**config.mk**
```make
export PLATFORM = sky130hd
export DESIGN_NAME = vga_scan_generator_flat
export DESIGN_NICKNAME = d
export VERILOG_FILES = /design/src/rtl/vga_scan_if.sv /design/src/rtl/vga_scan_generator.sv /design/src/flat_wrapper.sv
export SDC_FILE = /design/constraint.sdc
export NUM_CORES = 1
export LEC_CHECK = 0
export ABC_AREA = 1
export CORE_MARGIN = 4
export CORE_UTILIZATION = 45
export DETAILED_ROUTE_END_ITERATION = 12
export PLACE_DENSITY_LB_ADDON = 0.12
export SETUP_SLACK_MARGIN = 0.3
export SYNTH_ARGS = -nofsm -noshare
export SYNTH_HDL_FRONTEND = slang
export SYNTH_SLANG_ARGS = --single-unit
```
**constraint.sdc**
```tcl
create_clock -name clk -period 1.5 [get_ports clk]
set_input_delay 0.225 -clock clk [delete_from_list [all_inputs] [get_ports clk]]
set_output_delay 0.225 -clock clk [all_outputs]
set_load 0.005 [all_outputs]
```
**src/rtl/vga_scan_if.sv**
```systemverilog
// Scan-side bundle of the VGA generator: coordinates out to the frame buffer, pixel back,
// and the physical VGA pins.
interface vga_scan_if;
  logic [10:0] vga_h;
  logic [10:0] vga_v;
  logic        pixel_in;
  logic        new_frame;
  logic        vga_hsync;
  logic        vga_vsync;
  logic        vga_de;
  logic [7:0]  vga_r;
  logic [7:0]  vga_g;
  logic [7:0]  vga_b;

  modport master (
    output vga_h, vga_v, new_frame, vga_hsync, vga_vsync, vga_de, vga_r, vga_g, vga_b,
    input  pixel_in
  );

  modport slave (
    input  vga_h, vga_v, new_frame, vga_hsync, vga_vsync, vga_de, vga_r, vga_g, vga_b,
    output pixel_in
  );
endinterface

```
**src/rtl/vga_scan_generator.sv**
```systemverilog
// Raster counters plus a delay-matched pixel output stage for an 800x480 VGA panel showing
// the 512x256 Hack screen inside a border.
module vga_scan_generator #(
  parameter int unsigned H_VISIBLE    = 800,
  parameter int unsigned H_FRONT      = 40,
  parameter int unsigned H_SYNC       = 128,
  parameter int unsigned H_BACK       = 88,
  parameter int unsigned V_VISIBLE    = 480,
  parameter int unsigned V_FRONT      = 13,
  parameter int unsigned V_SYNC       = 3,
  parameter int unsigned V_BACK       = 32,
  parameter bit          HSYNC_POL    = 1'b0,
  parameter bit          VSYNC_POL    = 1'b0,
  parameter int unsigned PIPE_DELAY   = 1,
  parameter int unsigned SCREEN_W     = 512,
  parameter int unsigned SCREEN_H     = 256,
  parameter logic [23:0] ON_COLOR     = 24'h000000,
  parameter logic [23:0] OFF_COLOR    = 24'hFFFFFF,
  parameter logic [23:0] BORDER_COLOR = 24'h000000
) (
  input logic        clk,
  input logic        reset,
  vga_scan_if.master vga
);

  localparam int unsigned H_TOTAL  = H_VISIBLE + H_FRONT + H_SYNC + H_BACK;
  localparam int unsigned V_TOTAL  = V_VISIBLE + V_FRONT + V_SYNC + V_BACK;
  localparam int unsigned HS_START = H_VISIBLE + H_FRONT;
  localparam int unsigned HS_END   = HS_START + H_SYNC;
  localparam int unsigned VS_START = V_VISIBLE + V_FRONT;
  localparam int unsigned VS_END   = VS_START + V_SYNC;

  typedef struct packed {
    logic active;
    logic in_screen;
    logic hs;
    logic vs;
  } scan_t;

  logic [10:0] h_q, v_q;
  logic        h_last, v_last;

  assign h_last = (h_q == 11'(H_TOTAL - 1));
  assign v_last = (v_q == 11'(V_TOTAL - 1));

  always_ff @(posedge clk or posedge reset) begin
    if (reset) begin
      h_q <= '0;
      v_q <= '0;
    end else begin
      h_q <= h_last ? 11'd0 : h_q + 11'd1;
      if (h_last) begin
        v_q <= v_last ? 11'd0 : v_q + 11'd1;
      end
    end
  end

  scan_t raw, dly;

  always_comb begin
    raw           = '0;
    raw.active    = (h_q < 11'(H_VISIBLE)) && (v_q < 11'(V_VISIBLE));
    raw.in_screen = (h_q < 11'(SCREEN_W)) && (v_q < 11'(SCREEN_H));
    raw.hs        = (h_q >= 11'(HS_START)) && (h_q < 11'(HS_END));
    raw.vs        = (v_q >= 11'(VS_START)) && (v_q < 11'(VS_END));
  end

  // Delay line matches the frame-buffer read latency (0..4) so control lines up with pixel_in.
  if (PIPE_DELAY == 0) begin : g_bypass
    assign dly = raw;
  end else begin : g_pipe
    scan_t pipe_q [PIPE_DELAY];

    always_ff @(posedge clk or posedge reset) begin
      if (reset) begin
        for (int i = 0; i < int'(PIPE_DELAY); i++) begin
          pipe_q[i] <= '0;
        end
      end else begin
        pipe_q[0] <= raw;
        for (int i = 1; i < int'(PIPE_DELAY); i++) begin
          pipe_q[i] <= pipe_q[i-1];
        end
      end
    end

    assign dly = pipe_q[PIPE_DELAY-1];
  end

  logic        hsync_q, vsync_q, de_q;
  logic [23:0] rgb_q, rgb_d;

  always_comb begin
    rgb_d = 24'h000000;
    if (dly.active) begin
      if (!dly.in_screen) begin
        rgb_d = BORDER_COLOR;
      end else begin
        rgb_d = vga.pixel_in ? ON_COLOR : OFF_COLOR;
      end
    end
  end

  always_ff @(posedge clk or posedge reset) begin
    if (reset) begin
      hsync_q <= ~HSYNC_POL;
      vsync_q <= ~VSYNC_POL;
      de_q    <= 1'b0;
      rgb_q   <= '0;
    end else begin
      hsync_q <= dly.hs ? HSYNC_POL : ~HSYNC_POL;
      vsync_q <= dly.vs ? VSYNC_POL : ~VSYNC_POL;
      de_q    <= dly.active;
      rgb_q   <= rgb_d;
    end
  end

  assign vga.vga_h     = h_q;
  assign vga.vga_v     = v_q;
  assign vga.new_frame = (h_q == 11'd0) && (v_q == 11'd0) && !reset;
  assign vga.vga_hsync = hsync_q;
  assign vga.vga_vsync = vsync_q;
  assign vga.vga_de    = de_q;
  assign vga.vga_r     = rgb_q[23:16];
  assign vga.vga_g     = rgb_q[15:8];
  assign vga.vga_b     = rgb_q[7:0];

endmodule

```
**src/flat_wrapper.sv**
```systemverilog
// flat-port wrapper written by rule: the top's interface ports become plain ports
module vga_scan_generator_flat 
#(
  parameter int unsigned H_VISIBLE    = 800,
  parameter int unsigned H_FRONT      = 40,
  parameter int unsigned H_SYNC       = 128,
  parameter int unsigned H_BACK       = 88,
  parameter int unsigned V_VISIBLE    = 480,
  parameter int unsigned V_FRONT      = 13,
  parameter int unsigned V_SYNC       = 3,
  parameter int unsigned V_BACK       = 32,
  parameter bit          HSYNC_POL    = 1'b0,
  parameter bit          VSYNC_POL    = 1'b0,
  parameter int unsigned PIPE_DELAY   = 1,
  parameter int unsigned SCREEN_W     = 512,
  parameter int unsigned SCREEN_H     = 256,
  parameter logic [23:0] ON_COLOR     = 24'h000000,
  parameter logic [23:0] OFF_COLOR    = 24'hFFFFFF,
  parameter logic [23:0] BORDER_COLOR = 24'h000000
)
  (clk, reset, vga_vga_h, vga_vga_v, vga_new_frame, vga_vga_hsync, vga_vga_vsync, vga_vga_de, vga_vga_r, vga_vga_g, vga_vga_b, vga_pixel_in);
  vga_scan_if vga_i ();
  input logic clk;
  input logic reset;
  output wire logic [$bits(vga_i.vga_h)-1:0] vga_vga_h;
  output wire logic [$bits(vga_i.vga_v)-1:0] vga_vga_v;
  output wire logic [$bits(vga_i.new_frame)-1:0] vga_new_frame;
  output wire logic [$bits(vga_i.vga_hsync)-1:0] vga_vga_hsync;
  output wire logic [$bits(vga_i.vga_vsync)-1:0] vga_vga_vsync;
  output wire logic [$bits(vga_i.vga_de)-1:0] vga_vga_de;
  output wire logic [$bits(vga_i.vga_r)-1:0] vga_vga_r;
  output wire logic [$bits(vga_i.vga_g)-1:0] vga_vga_g;
  output wire logic [$bits(vga_i.vga_b)-1:0] vga_vga_b;
  input wire logic [$bits(vga_i.pixel_in)-1:0] vga_pixel_in;
  assign vga_vga_h = vga_i.vga_h;
  assign vga_vga_v = vga_i.vga_v;
  assign vga_new_frame = vga_i.new_frame;
  assign vga_vga_hsync = vga_i.vga_hsync;
  assign vga_vga_vsync = vga_i.vga_vsync;
  assign vga_vga_de = vga_i.vga_de;
  assign vga_vga_r = vga_i.vga_r;
  assign vga_vga_g = vga_i.vga_g;
  assign vga_vga_b = vga_i.vga_b;
  assign vga_i.pixel_in = vga_pixel_in;
  vga_scan_generator #(.H_VISIBLE(H_VISIBLE), .H_FRONT(H_FRONT), .H_SYNC(H_SYNC), .H_BACK(H_BACK), .V_VISIBLE(V_VISIBLE), .V_FRONT(V_FRONT), .V_SYNC(V_SYNC), .V_BACK(V_BACK), .HSYNC_POL(HSYNC_POL), .VSYNC_POL(VSYNC_POL), .PIPE_DELAY(PIPE_DELAY), .SCREEN_W(SCREEN_W), .SCREEN_H(SCREEN_H), .ON_COLOR(ON_COLOR), .OFF_COLOR(OFF_COLOR), .BORDER_COLOR(BORDER_COLOR)) u_core (.clk(clk), .reset(reset), .vga(vga_i));
endmodule
```
==> impl_metrics.yaml <==
clock_network:
  cts_hold_buf: 0
  clk_pin_slew_ps: 80
  cts_max_path_buffers: 2
  clk-insertion-delay-late_ps: 300
  cts_sinks: 30
  h-tree-depth: 2
  cts_tree: "done"
  cts_root_buf: "clkbuf_8"
  cts_inserted_buffers: 5
layout:
  antennaDiodeCount: 0
  drive_above_1_share_pct: 60.91
  fin_nets: 360
  layout_common_cells: "91 x buf_6, 35 x buf_4, 33 x nand2_1"
  layout_commonest_cell: "buf_6"
  fin_area_um2: 3651
  syn2layout_area_growth_pct: 105.6
  stdcell_count: 401
place:
  gp_congestion: 0.8814
  hpwl_um: 3203
  dp_cells: 336
  postPlaceCellArea_um2: 2487
  numPortBuffers: 52
logic_synthesis:
  syn_inst: 223
  synth_top_family_by_area: "simple AND/OR/NAND/NOR gates"
  seq_area_frac_synth_pct: 42.42
  synthSimpleGateAreaFrac_pct: 28.12
  synth.area.mux_share_pct: 0
  synth_area_um2: 1775
  yosys_warnings: 0
  synth_xor_area_share_pct: 3.453
  synthAdderAreaFrac_pct: 3.524
  synth-compound-area-share_pct: 3.805
  avgSynthCellArea_um2: 7.962
  syn_nets: 231
  synth_seq_cells: 30
  netlist-cell-type-count: 27
floorplanning:
  row_count: 22
  initial_core_util_pct: 47.43
  core_area_um2: 3744
  ioPinCount: 53
  die-area_um2: 5014
  fp.dieH_um: 70.81
  die_x_um: 70.81
run_status:
  status: "complete, but fails checks"
  failed_checks: "negative setup slack"
sta:
  fin_ws_ps: -430.4
  tightest_slew_ps: 382.9
  period_minus_slack_ps: 1930
  hold_viol_final: 0
  skew_ps: 16.70
  rsz0062_at_grt: "yes"
  slew_headroom_pct: 74.20
  setup_viol: 23
  slew_violations: 0
  fin_crit_sh_pct: 128.7
  max_freq_mhz: 518.0
  holdWs_ps: 353.3
critical_path:
  reg2reg_to: "u_core.vga.vga_v[3]"
  required_ps: 1710
  critPathLaunch: "u_core.vga.vga_h[0]"
  start_kind: "flop"
  reg2regPathDepth: 9
  reg2reg_from: "u_core.vga.vga_h[0]"
  r2r_setup_slack_ps: -430
  cp_common_cell: "buf_6"
  crit_path_end: "u_core.vga.vga_v[3]"
  cp_cell_sequence: "buf_6 > buf_6 > ha_4 > nand4_1 > nor2_4 > nand2_8 > clkinv_8 > nand3b_1 > nand2_1"
  cpMaxStageDelayCell: "dfrtp_1"
  endpoint_kind: "flop"
  crit_fanout: 8
  cp.arrival_ps: 2140
  slowest_delay_ps: 430
  crit_type: "reg2reg"
power_and_ir_drop:
  p_leak_uw: 0.001771
  p_clk_share_pct: 52.0
  power.total_uw: 2052
  power_frac_comb_pct: 8.4
  internal_power_uw: 1626
  p_seq_share_pct: 39.5
  peakVddDrop_mv: 0.8087
  p_sw_uw: 425.9
  switching_share_pct: 20.75
  powerDensity_nw_per_um2: 562.1
detailed_routing:
  ant_nets: 0
  via_per_inst: 6.072
  vias: 2435
  drt_iter0_markers: 275
  drc_errors: 0
  firstDrtPassIters: 6
  wl_per_cell_um: 25.05
  wl_um: 10050
global_routing:
  grt_pass1_vias: 2188
  grt.overflow.total: 0
  grt_pass1_wl_um: 10780
  grt_usage_pct: 27.89
  antenna_found_initial: 0
  grt_max_degree: 24
worst_hold_path:
  min_path_type: "in2async"
run:
  maxCapViolCount: 0
-- final cells by class --
type | count | area, um^2
Multi-Input combinational cell | 132 | 1012
Timing Repair inverter | 2 | 32.53
Clock buffer | 6 | 82.58
Clock inverter | 2 | 60.06
Timing Repair Buffer | 144 | 1495
Inverter | 37 | 153.9
Fill cell | 56 | 92.59
Sequential cell | 30 | 754.5
Tap cell | 48 | 60.06
-- cell usage after synthesis --
cell      number  share of area, %
nand3b_1       3               1.3
dfrtp_1       28                39
inv_1         36               7.6
buf_4         23               9.7
o31ai_1        1              0.42
nor2_4         1              0.63
buf_8          1              0.85
dfstp_2        2               3.0
nand2_1       43               9.1
o21ai_1        5               1.4
nor3_2         1              0.56
a211oi_1       2              0.85
nand4_1        8               2.8
nor2_1        25               5.3
a21oi_1        1              0.28
o21ai_0        3              0.85
xnor2_1        2              0.99
clkinv_4       1              0.49
xor2_1         5               2.5
nor4_1         1              0.35
nor3b_1        1              0.42
nand2_4        1              0.63
ha_1           5               3.5
nand3_1       17               4.8
nor2_2         3               1.1
nor3_1         3              0.85
nand2_2        1              0.35
-- power groups by stage --
| stage | clock [uW] | sequential (uW) | combinational (uW) |
|---|---|---|---|
| after floorplan | 0 | 832 | 62.2 |
| after global placement | 0 | 827 | 110 |
| after detailed placement | 0 | 827 | 112 |
| after CTS | 1030 | 811 | 113 |
| after global routing | 1110 | 811 | 181 |
| final | 1070 | 812 | 173 |
-- registers in the layout (all words and copies together), names as in the netlist --
signal and count:
u_core.vga.vga_h 11, u_core.vga.vga_v 11, u_core.dly 4, u_core.rgb_q 1
u_core.vga.vga_de 1, u_core.vga.vga_hsync 1, u_core.vga.vga_vsync 1
-- per-layer routing --
metal	up-vias	track usage [%]	share of wire, %
met1	1140	31.13	34
met5	-	0	0
met2	271	48.09	48
met3	85	5.966	10
met4	0	17.33	7.9
li1	939	-	-
-- stage by stage --
step,worst slack [ps],TNS [ps],util [%]
after CTS,-112.0,-322.3,85.59
after global placement,-375.7,-375.7,66.44
after detailed placement,-404.3,-404.3,66.44
final,-430.4,-4483,97.53
after floorplan,190.0,0,-
after global routing,-517.1,-5419,97.53
-- worst max-delay path: cells and delay by family (launching register included) --
kind / cells / cell delay, ps
DFF: 1 / 430
buffers and inverters: 3 / 320
and+or+nand+nor: 5 / 940
adders and majority gates: 1 / 140
-- worst min-delay path by stage --
| stage | from | to | depth (start not counted) |
|---|---|---|---|
| 2_1_floorplan | vga_pixel_in | u_core.rgb_q[22] | 1 |
| 3_3_place_gp | u_core.dly[1] | u_core.vga.vga_hsync | 1 |
| 3_5_place_dp | u_core.dly[1] | u_core.vga.vga_hsync | 1 |
| 4_1_cts | reset | u_core.vga.vga_v[9] | 3 |
| 5_1_grt | reset | u_core.vga.vga_v[4] | 3 |
| 6_report | reset | u_core.vga.vga_v[4] | 3 |
-- what timing repair did --
| item | in CTS | in global routing |
|---|---|---|
| setup buffers | 30 | 22 |
| endpoints found under the hold margin | 0 | 0 |
| gates resized for setup | 244 | 98 |
| gates cloned | 3 | 2 |
| setup endpoints to repair | 70 | 70 |
| pin swaps | 31 | 23 |
-- cell families after synthesis --
kind of cell             count (synthesis)
AND/OR/NAND/NOR                        108
buffers and inverters                   61
flip-flops                              30
AO/OA/AOI/OAI                           12
XOR/XNOR                                 7
adder cells (fa/ha/maj)                  5
No activity file was read; power rests on OpenSTA's default activity.
